===== config.mk =====
export PLATFORM = sky130hd
export DESIGN_NAME = csa_multiword_arbiter
export DESIGN_NICKNAME = d
export VERILOG_FILES = /design/src/rtl/csa_multiword_arbiter.sv
export SDC_FILE = /design/constraint.sdc
export NUM_CORES = 1
export LEC_CHECK = 0
export ABC_AREA = 1
export CORE_MARGIN = 3
export CORE_UTILIZATION = 30
export CTS_BUF_LIST = sky130_fd_sc_hd__clkbuf_16
export DETAILED_ROUTE_END_ITERATION = 10
export GPL_ROUTABILITY_DRIVEN = 0
export HOLD_SLACK_MARGIN = 0.03
export PLACE_DENSITY = 0.64
export REMOVE_ABC_BUFFERS = 1
export SYNTH_ARGS = -nofsm -noshare
export SYNTH_HDL_FRONTEND = slang
export SYNTH_SLANG_ARGS = --single-unit

===== constraint.sdc =====
create_clock -name clk -period 4.65 [get_ports clk]
set_clock_uncertainty 0.1 [all_clocks]
set_input_delay 0.93 -clock clk [delete_from_list [all_inputs] [get_ports clk]]
set_output_delay 0.93 -clock clk [all_outputs]
set_load 0.05 [all_outputs]

===== src/rtl/csa_multiword_arbiter.sv =====
// Two-requester round-robin front end that streams multi-limb additions
// through one shared carry-select adder, one limb per cycle.

module carry_select_adder #(
  parameter int WIDTH      = 8,
  parameter int BLOCK_SIZE = 4
) (
  input  logic [WIDTH-1:0] i_a,
  input  logic [WIDTH-1:0] i_b,
  input  logic             i_cin,
  output logic [WIDTH-1:0] o_sum,
  output logic             o_cout
);

  localparam int NB = WIDTH / BLOCK_SIZE;
  localparam int BS = BLOCK_SIZE;

  logic [NB:0] w_c;

  assign w_c[0] = i_cin;

  // Each block precomputes both carry-in cases; the ripple only muxes.
  for (genvar g = 0; g < NB; g++) begin : g_blk
    logic [BS:0] w_s0;
    logic [BS:0] w_s1;

    assign w_s0 = {1'b0, i_a[g*BS +: BS]}
                + {1'b0, i_b[g*BS +: BS]};
    assign w_s1 = {1'b0, i_a[g*BS +: BS]}
                + {1'b0, i_b[g*BS +: BS]}
                + (BS+1)'(1);

    assign o_sum[g*BS +: BS] = w_c[g] ? w_s1[BS-1:0]
                                      : w_s0[BS-1:0];
    assign w_c[g+1] = w_c[g] ? w_s1[BS] : w_s0[BS];
  end

  assign o_cout = w_c[NB];

endmodule

module csa_multiword_arbiter #(
  parameter int WIDTH      = 8,
  parameter int BLOCK_SIZE = 4,
  parameter int LIMBS      = 4
) (
  input  logic                   clk,
  input  logic                   rst_n,
  input  logic                   req0_valid,
  output logic                   req0_ready,
  input  logic [WIDTH*LIMBS-1:0] req0_a,
  input  logic [WIDTH*LIMBS-1:0] req0_b,
  input  logic                   req0_cin,
  input  logic                   req1_valid,
  output logic                   req1_ready,
  input  logic [WIDTH*LIMBS-1:0] req1_a,
  input  logic [WIDTH*LIMBS-1:0] req1_b,
  input  logic                   req1_cin,
  output logic                   rsp_valid,
  input  logic                   rsp_ready,
  output logic                   rsp_id,
  output logic [WIDTH*LIMBS-1:0] rsp_sum,
  output logic                   rsp_cout
);

  localparam int OPW = WIDTH * LIMBS;
  localparam int CW  = (LIMBS > 1) ? $clog2(LIMBS) : 1;
  localparam logic [CW-1:0] LAST = CW'(LIMBS - 1);

  typedef enum logic [1:0] {
    S_IDLE,
    S_RUN,
    S_DONE
  } state_t;

  state_t          r_state;
  logic            r_last;
  logic            r_carry;
  logic            r_id;
  logic            r_cout;
  logic            r_valid;
  logic [CW-1:0]   r_cnt;
  logic [OPW-1:0]  r_a;
  logic [OPW-1:0]  r_b;
  logic [WIDTH-1:0] r_sum [LIMBS];

  logic [WIDTH-1:0] w_a_l [LIMBS];
  logic [WIDTH-1:0] w_b_l [LIMBS];
  logic [WIDTH-1:0] w_sum;
  logic             w_cout;
  logic             w_g0;
  logic             w_g1;
  logic             w_idle;
  logic             w_acc;

  for (genvar i = 0; i < LIMBS; i++) begin : g_limb
    assign w_a_l[i] = r_a[i*WIDTH +: WIDTH];
    assign w_b_l[i] = r_b[i*WIDTH +: WIDTH];
    assign rsp_sum[i*WIDTH +: WIDTH] = r_sum[i];
  end

  // r_last names the previous winner; the other side wins a tie.
  assign w_g0   = req0_valid & (~req1_valid | r_last);
  assign w_g1   = req1_valid & (~req0_valid | ~r_last);
  assign w_idle = (r_state == S_IDLE);
  assign w_acc  = w_idle & (w_g0 | w_g1);

  assign req0_ready = w_idle & w_g0;
  assign req1_ready = w_idle & w_g1;
  assign rsp_valid  = r_valid;
  assign rsp_id     = r_id;
  assign rsp_cout   = r_cout;

  carry_select_adder #(
    .WIDTH      (WIDTH),
    .BLOCK_SIZE (BLOCK_SIZE)
  ) u_csa (
    .i_a    (w_a_l[r_cnt]),
    .i_b    (w_b_l[r_cnt]),
    .i_cin  (r_carry),
    .o_sum  (w_sum),
    .o_cout (w_cout)
  );

  always_ff @(posedge clk or negedge rst_n) begin
    if (!rst_n) begin
      r_state <= S_IDLE;
      r_last  <= 1'b1;
      r_carry <= 1'b0;
      r_id    <= 1'b0;
      r_cout  <= 1'b0;
      r_valid <= 1'b0;
      r_cnt   <= '0;
      r_a     <= '0;
      r_b     <= '0;
      for (int i = 0; i < LIMBS; i++) begin
        r_sum[i] <= '0;
      end
    end else begin
      unique case (r_state)
        S_IDLE: begin
          if (w_acc) begin
            r_a     <= w_g1 ? req1_a : req0_a;
            r_b     <= w_g1 ? req1_b : req0_b;
            r_carry <= w_g1 ? req1_cin : req0_cin;
            r_id    <= w_g1;
            r_last  <= w_g1;
            r_cnt   <= '0;
            r_state <= S_RUN;
          end
        end
        S_RUN: begin
          r_sum[r_cnt] <= w_sum;
          r_carry      <= w_cout;
          if (r_cnt == LAST) begin
            r_cnt   <= '0;
            r_cout  <= w_cout;
            r_valid <= 1'b1;
            r_state <= S_DONE;
          end else begin
            r_cnt <= r_cnt + CW'(1);
          end
        end
        S_DONE: begin
          if (rsp_ready) begin
            r_valid <= 1'b0;
            r_state <= S_IDLE;
          end
        end
        default: r_state <= S_IDLE;
      endcase
    end
  end

endmodule


==> impl_metrics.json, run 1 <==
{
  "placed_area_sq_um": 7430,
  "max_slew.worst_pin.slew_ns": 1.16,
  "dp_hpwl_um": 11200,
  "die_h_um": 142,
  "rows": 49,
  "design.core.area_sq_um": 18000,
  "combPwrFrac": 0.634,
  "via_count": 5218,
  "drtPass1Iterations": 4,
  "synthToLayoutAreaGrowth_pct": 39.9,
  "synth_area_leaders": "dfrtp_1 47%, o21ai_0 14%, nand2_1 13%",
  "p_int_w": 0.00322,
  "yosys.area.top_type_share": 0.471,
  "path_class": "input port to output pin",
  "clk_pin_slew_ns": 0.07,
  "status": "complete, no violations",
  "crit_path_cell_trace": "clkdlybuf4s50_1, inv_1, a211oi_1, clkdlybuf4s50_1",
  "cts_buffer_depth": 2,
  "hold_buffers": 0,
  "synth_cell_types": 32,
  "netlist_area_sq_um": 5530,
  "setup-tns-final_ns": 0,
  "cts_tree": "yes",
  "htree_num_levels": 3,
  "viasPerCell": 4.71,
  "drv_slew": 0,
  "use_met2": 0.284,
  "grt_pass1_vias": 5232,
  "ys_seq_area_frac": 0.475,
  "io_pins": 172,
  "maxCapViolCount": 0,
  "post_cts_resized": 0,
  "wl_per_cell_um": 14.8,
  "drt_wl_total_um": 16400,
  "cpMostUsedCell": "clkdlybuf4s50_1",
  "crit_path_max_incr_delay_ns": 0.83,
  "grt_max_degree": 77,
  "switching_share": 0.514,
  "clkPwrFrac": 0.121,
  "start_kind": "input port",
  "grt_busiest_layer": "met2",
  "synth_edf_count": 0,
  "switchingPower_w": 0.00339,
  "preCtsSetupSlack_ns": 1.00,
  "syn_avg_cell_area_sq_um": 7.65,
  "cp_slowest_cell": "clkdlybuf4s50_1",
  "grtUsageMet3": 0.0300,
  "setup_violations": 0,
  "clockRootBuffer": "clkbuf_16",
  "endpoint_kind": "output pin",
  "postCtsSetupRepairBufs": 0,
  "cts_made_buffers": 9,
  "p_per_area_nw_per_um2": 854,
  "fin_ws_ns": 1.00,
  "slew_headroom": 0.225,
  "die_x_um": 142,
  "max_freq_mhz": 274,
  "critical_path_required_ns": 3.62,
  "grt_pass1_wl_um": 26600,
  "synth_largest_area_cell": "dfrtp_1",
  "portBuffers": 171,
  "finalNetCount": 1027,
  "async_flop_share": 1.00,
  "fin_crit_sh": 0.784,
  "antenna_left": 0,
  "drcViolationCount": 0,
  "drive_gt1_frac": 0.0489,
  "period_needed_ns": 3.65,
  "yosysWarnings": 0,
  "drt_iter0_markers": 256,
  "crit_fanout": 2,
  "overflow": 0,
  "power.leakage_nw": 3.50,
  "final_cell_mix": "194 x nand2_1, 170 x clkdlybuf4s50_1, 150 x o21ai_0",
  "numClockSinks": 105,
  "synth_ff_type": "dfrtp_1",
  "p_seq_frac": 0.245,
  "fillers": 1867,
  "grt_util_met1": 0.220,
  "multi_input_area_sq_um": 2560,
  "antennaDiodeCount": 0,
  "clock_latency_ns": 0.35,
  "dieArea_sq_um": 20100,
  "antenna_found_initial": 0,
  "cp.arrival_ns": 2.62,
  "netlist_instances": 723,
  "initial_core_util": 0.307,
  "hold_class": "register to register",
  "power_w": 0.00661,
  "irDropWorstVdd_mv": 0.483,
  "finalInstanceArea_sq_um": 7740,
  "track_usage": 0.167,
  "final_common_cell": "nand2_1",
  "rsz0062_at_grt": "no",
  "hold_viol": 0,
  "yosys_register_bits": 105,
  "regArea_sq_um": 2630
}
worst paths after layout:
kind,start,cells past startpoint,end,slack [ns]
min in group asynchronous,rst_n,1,r_a[29],0.65
worst max-delay path,req0_valid,4,req0_ready,1.00
max in group asynchronous,rst_n,2,r_b[0],2.97
worst min-delay path,rsp_sum[19],2,rsp_sum[19],0.38
worst min register to register,rsp_sum[19],2,rsp_sum[19],0.38
worst max register to register,r_cnt[1],16,rsp_sum[6],1.31
power by group through the flow:
stage	clock [W]	sequential, W	combinational [W]
6_report	0.000799	0.00162	0.00419
5_1_grt	0.000856	0.00168	0.00477
4_1_cts	0.000822	0.00162	0.00427
3_5_place_dp	0	0.00163	0.00426
3_3_place_gp	0	0.00163	0.00416
2_1_floorplan	0	0.00209	0.00237
metrics by stage:
step                 util  cells  hold slack (ns)
CTS                 0.429   1108            0.382
global route        0.429   1108            0.396
global placement    0.412   1094            0.358
detailed placement  0.412   1094            0.365
finish              0.429   1108            0.380
floorplan               -    685            0.348
Yosys cell counts, types with 2 or more instances:
cell type	count
nand2_2	7
xor2_1	3
nor2_1	99
nand2_1	194
nand3_1	16
fa_1	2
a21oi_1	6
dfrtp_1	104
buf_4	2
buf_2	18
inv_2	2
ha_1	14
a32oi_1	4
nand3b_1	2
nand4_1	2
o22ai_1	16
inv_1	44
o21ai_2	3
o21ai_0	150
clkbuf_1	16
o21ai_1	8
sequential cells by signal, summed over array words and instances, names as in the netlist:
register   cells
rsp_cout       1
rsp_sum       32
rsp_valid      1
r_b           32
r_state        2
r_cnt          2
r_carry        1
r_a           32
rsp_id         1
r_last         1
critical path, delay by kind of cell:
family	cells	cell delay (ns)
buffers and inverters	3	1.46
AOI/OAI and AO/OA	1	0.22
metal layers:
metal  routed length, um  share of wire
met2                7890           0.48
met3                 832          0.051
met4                 182          0.011
met1                7470           0.46
met5                   0              0
area by class of cell:
type,count,share of cell area
Clock buffer,9,0.0291
Clock inverter,5,0.0107
Inverter,46,0.0223
Multi-Input combinational cell,534,0.331
Sequential cell,105,0.340
Tap cell,229,0.0370
Timing Repair Buffer,180,0.230
cell families (layout without fill, tap and decap cells):
family | count (synthesis) | after routing | synth area share
xor+xnor | 4 | 4 | 0.00634
flops | 105 | 105 | 0.475
compound gates | 189 | 189 | 0.180
buf+inv | 84 | 240 | 0.0638
simple gates | 325 | 325 | 0.235
fa+ha+maj | 16 | 16 | 0.0389
(Power assumes the default switching activity.)
==> run 2: changes to the inputs <==
clock period = 3.6 ns   (was 4.65 ns; I/O delays follow)
==> run 2 against run 1 <==
Net effect: sequential power is 33% higher; cell area is 1.0% higher; combinational power is 28% higher; count of clock-buffer cells in the layout stayed put; core utilization is 0.44 points higher; flip-flop and latch count stayed put; die area stayed put; cell count is 0.18% higher; clock power is 45% higher; via count is 0.61% higher; power is 31% higher; hold slack worse by 0.046 ns; highest routed layer unchanged.
==> impl_metrics.json, run 2 (synthesis gave the netlist of run 1 again) <==
{
  "path_class": "register to register",
  "finalInstanceArea_sq_um": 7820,
  "antenna_found_initial": 0,
  "cp.arrival_ns": 3.45,
  "htree_num_levels": 3,
  "dp_hpwl_um": 11900,
  "hold_viol": 0,
  "drv_slew": 0,
  "fin_crit_sh": 0.903,
  "final_cell_mix": "194 x nand2_1, 168 x clkdlybuf4s50_1, 150 x o21ai_0",
  "setup-tns-final_ns": 0,
  "clk_pin_slew_ns": 0.08,
  "dieArea_sq_um": 20100,
  "setup_violations": 0,
  "grt_max_degree": 66,
  "rsz0062_at_grt": "no",
  "antenna_left": 0,
  "fin_util": 0.434,
  "io_pins": 172,
  "grt_pass1_vias": 5166,
  "die_h_um": 142,
  "drcViolationCount": 0,
  "drtPass1Iterations": 4,
  "wl_per_cell_um": 14.9,
  "start_kind": "register",
  "clock_latency_ns": 0.36,
  "placed_area_sq_um": 7460,
  "finalNetCount": 1027,
  "numClockSinks": 105,
  "drt_wl_total_um": 16600,
  "cts_tree": "yes",
  "drt_iter0_markers": 210,
  "grt_pass1_wl_um": 26900,
  "via_count": 5250,
  "preCtsSetupSlack_ns": 0.318,
  "status": "complete, no violations",
  "fin_ws_ns": 0.350,
  "fillers": 1866,
  "overflow": 0,
  "viasPerCell": 4.73,
  "initial_core_util": 0.307,
  "final_common_cell": "nand2_1",
  "max_slew.worst_pin.slew_ns": 0.841,
  "max_freq_mhz": 308,
  "hold_class": "input port to asynchronous set/reset pin",
  "antennaDiodeCount": 0,
  "critical_path_required_ns": 3.80,
  "period_needed_ns": 3.25,
  "slew_headroom": 0.434,
  "irDropWorstVdd_mv": 0.639,
  "endpoint_kind": "register",
  "clockRootBuffer": "clkbuf_16",
  "rows": 49,
  "hold_buffers": 0,
  "cts_buffer_depth": 2,
  "design.core.area_sq_um": 18000,
  "power_w": 0.00867,
  "portBuffers": 171,
  "track_usage": 0.169,
  "synthToLayoutAreaGrowth_pct": 41.4,
  "p_per_area_nw_per_um2": 1110,
  "maxCapViolCount": 0,
  "drive_gt1_frac": 0.0545,
  "cts_made_buffers": 9,
  "crit_fanout": 19,
  "power.leakage_nw": 3.54,
  "die_x_um": 142
}
[run 2: changes by cell type in the layout (fill, tap and decap cells not counted)]
cell,before,now
buf_12,0,3
buf_4,10,9
bufinv_16,2,3
clkdlybuf4s50_1,170,168
clkinv_4,0,1
clkinvlp_4,3,2
inv_1,43,42
inv_6,0,1
inv_8,0,1
[run 2: what timing repair did]
action | 4_1_cts | 5_1_grt
buffers inserted | 0 | 0
gates resized for setup | 0 | 1
endpoints found under the setup margin | 0 | 5
[run 2: final cells by class]
cell class / count / area, sq um / area share
clock buffer: 9 / 225 / 0.0288
multi-input combinational: 534 / 2560 / 0.328
clock inverter: 7 / 126 / 0.0162
timing repair buffer: 180 / 1810 / 0.231
inverter: 46 / 176 / 0.0226
sequential: 105 / 2630 / 0.336
tap: 229 / 287 / 0.0367
[run 2: power breakdown]
group          internal [W]  switching (W)  total (W)
registers           0.00178       0.000376    0.00216
clock network      0.000689       0.000476    0.00116
logic               0.00178        0.00357    0.00535
[run 2: final timing paths]
kind                           from     endpoint  slack (ns)  cells past startpoint
min                           rst_n       rsp_id        0.33                      1
max in group asynchronous     rst_n      r_a[27]        2.34                      2
max reg2reg                r_cnt[0]  rsp_sum[30]        0.35                     16
max                        r_cnt[0]  rsp_sum[30]        0.35                     16
min in group clk             rsp_id       rsp_id        0.38                      2
min reg2reg                  rsp_id       rsp_id        0.38                      2
[run 2: per-stage QoR]
stage	cells	hold slack [ns]
floorplan	685	0.324
global placement	1094	0.358
detailed placement	1094	0.364
CTS	1110	0.351
global route	1110	0.398
finish	1110	0.334
[run 2: worst max-delay path, stage by stage, from the launching register on]
cell,delay (ns)
dfrtp_2,0.50
clkinvlp_4,0.35
o21ai_0,0.28
o22ai_1,0.10
ha_1,0.20
inv_1,0.07
fa_1,0.42
inv_1,0.09
ha_1,0.14
inv_1,0.07
nor3_4,0.21
nand2_1,0.09
nand2_2,0.09
nand2_4,0.08
o21ai_2,0.25
nand2_1,0.08
nand2_1,0.06
[run 2: per-layer routing]
| layer | vias up | wire [um] | part of all wire | track usage |
|---|---|---|---|---|
| li1 | 2663 | - | - | - |
| met1 | 2443 | 7500 | 0.45 | 0.226 |
| met2 | 127 | 7900 | 0.48 | 0.270 |
| met3 | 17 | 938 | 0.057 | 0.0479 |
| met4 | 0 | 224 | 0.014 | 0.0414 |
| met5 | - | 0 | 0 | 0 |
==> run 3: changes to the inputs <==
SKIP_LAST_GASP = 1   (was not set)
==> results of run 3 <==
Same layout as run 2: the final DEF is identical, and so are final timing and power.
==> patch: new RTL, settings of run 3 <==
The 3 states of `state_t` get a one-hot encoding in 3 bits.
--- a/src/rtl/csa_multiword_arbiter.sv
+++ b/src/rtl/csa_multiword_arbiter.sv
@@ -69,6 +69,6 @@
 
-  typedef enum logic [1:0] {
-    S_IDLE,
-    S_RUN,
-    S_DONE
+  typedef enum logic [2:0] {
+    S_IDLE = 3'b001,
+    S_RUN  = 3'b010,
+    S_DONE = 3'b100
   } state_t;
Behaviour: no difference found for any inputs over 10 cycles, from zero or initial values and one cycle with rst_n low; not proved beyond that.
==> patch against run 3 <==
Global-route usage shrank 0.15 points. Area after synthesis grew 1.2%. Final area is essentially flat. Setup slack gained 120 ps. Wire length grew 1.4%. Power shrank 6.1%. Combinational power shrank 5.4%. Sequential cell count grew 1.
==> patch: results (changes against run 3) <==
Synth area leaders=dfrtp_1, nand2_1, o21ai_0 (was dfrtp_1, o21ai_0, nand2_1); Peak VDD IR=0.000542 V (was 0.000639 V); leakage=3.57 nW (was 3.54 nW); router iterations before antenna repair=5 (was 4); First DRT Iteration DRCs=324 (was 210); asr flop ratio synth=100% (unchanged); initial antenna violation count=0 (unchanged); Synth Instances=727 (was 723); first-pass GRT wire length=26.9 mm (about the same); outcome=finished, final reports clean (unchanged); all-layer global routing usage=16.7% (was 16.9%); number of fillers in the final layout=1848 (was 1866); pin count of the biggest net entering global routing=55 (was 66); synth cell count leaders=nand2_1, dfrtp_1, o21ai_0 (was nand2_1, o21ai_0, dfrtp_1); Final #Nets=1034 (was 1027); register area share after synthesis=47.5% (about the same); library cells used by synthesis=38 (was 32); layout cells sized above 1=5.52% (was 5.45%); post-route minimum period=3130 ps (was 3250 ps); WL final=16.8 mm (was 16.6 mm); fin cells=1116 (was 1110); DP Worst Slack=498 ps (was 318 ps); routed vias=5307 (was 5250); Pint=0.00401 W (was 0.00425 W); Worst-Margin Slew=775 ps (was 841 ps); reg2reg setup slack=470 ps (was 350 ps)
## patch: changes by cell type in the layout (fill, tap and decap cells not counted), moves of 3 or more
cell,before,now
buf_4,9,12
o21ai_1,8,54
nand2_1,194,188
inv_1,42,45
o21ai_0,150,102
## patch: final timing paths
check / to / start
worst max-delay path: rsp_sum[30] / r_cnt[1]
worst min-delay path: rsp_sum[15] / rst_n
worst max register to register: rsp_sum[30] / r_cnt[1]
worst min register to register: rsp_id / rsp_id
max in group asynchronous: r_state[0] / rst_n
min in group clk: rsp_id / rsp_id
## patch: routing by layer
metal / vias to the layer above / track usage (%) / wire length, um
li1: 2683 / - / -
met1: 2447 / 23.4 / 7900
met2: 165 / 26.0 / 7600
met3: 12 / 4.17 / 1110
met4: 0 / 4.35 / 181
met5: - / 0 / 0
## patch: layout make-up
cell class / instances / area share (%)
sequential: 106 / 34.0
multi-input combinational: 534 / 33.1
timing repair buffer: 183 / 23.4
tap: 229 / 3.67
clock buffer: 9 / 2.88
inverter: 49 / 2.35
clock inverter: 6 / 0.656
## patch: stage by stage
| step | cell area [sq um] | hold WS (ps) |
|---|---|---|
| finish | 7820 | 331 |
| floorplan | 5420 | 324 |
| global route | 7820 | 372 |
| global placement | 7540 | 359 |
| CTS | 7820 | 337 |
| detailed placement | 7540 | 370 |
## patch: cell families after synthesis
kind of cell             count (synthesis)  synth area share, %
flip-flops                             106                 47.5
AND/OR/NAND/NOR                        322                 23.2
XOR/XNOR                                 4                0.627
buffers and inverters                   87                 6.47
adder cells (fa/ha/maj)                 16                 3.85
AO/OA/AOI/OAI                          192                 18.4
## patch: power by group through the flow
stage               sequential [W]  combinational [W]  clock, W
global route               0.00220            0.00569   0.00103
CTS                        0.00213            0.00508  0.000982
floorplan                  0.00260            0.00294         0
finish                     0.00212            0.00506  0.000953
global placement           0.00215            0.00501         0
detailed placement         0.00215            0.00507         0
## patch: critical path, cell delays in order (launching register included)
cell     delay [ps]
dfrtp_1         380
inv_1           320
buf_4           250
a21oi_1          60
a32oi_1         220
inv_1            90
fa_1            480
inv_1            90
ha_1            140
inv_1            60
nor3_4          200
nand2_1          90
nand2_2          90
nand2_4          80
o21ai_2         240
nand2_1          90
nand2_1          70
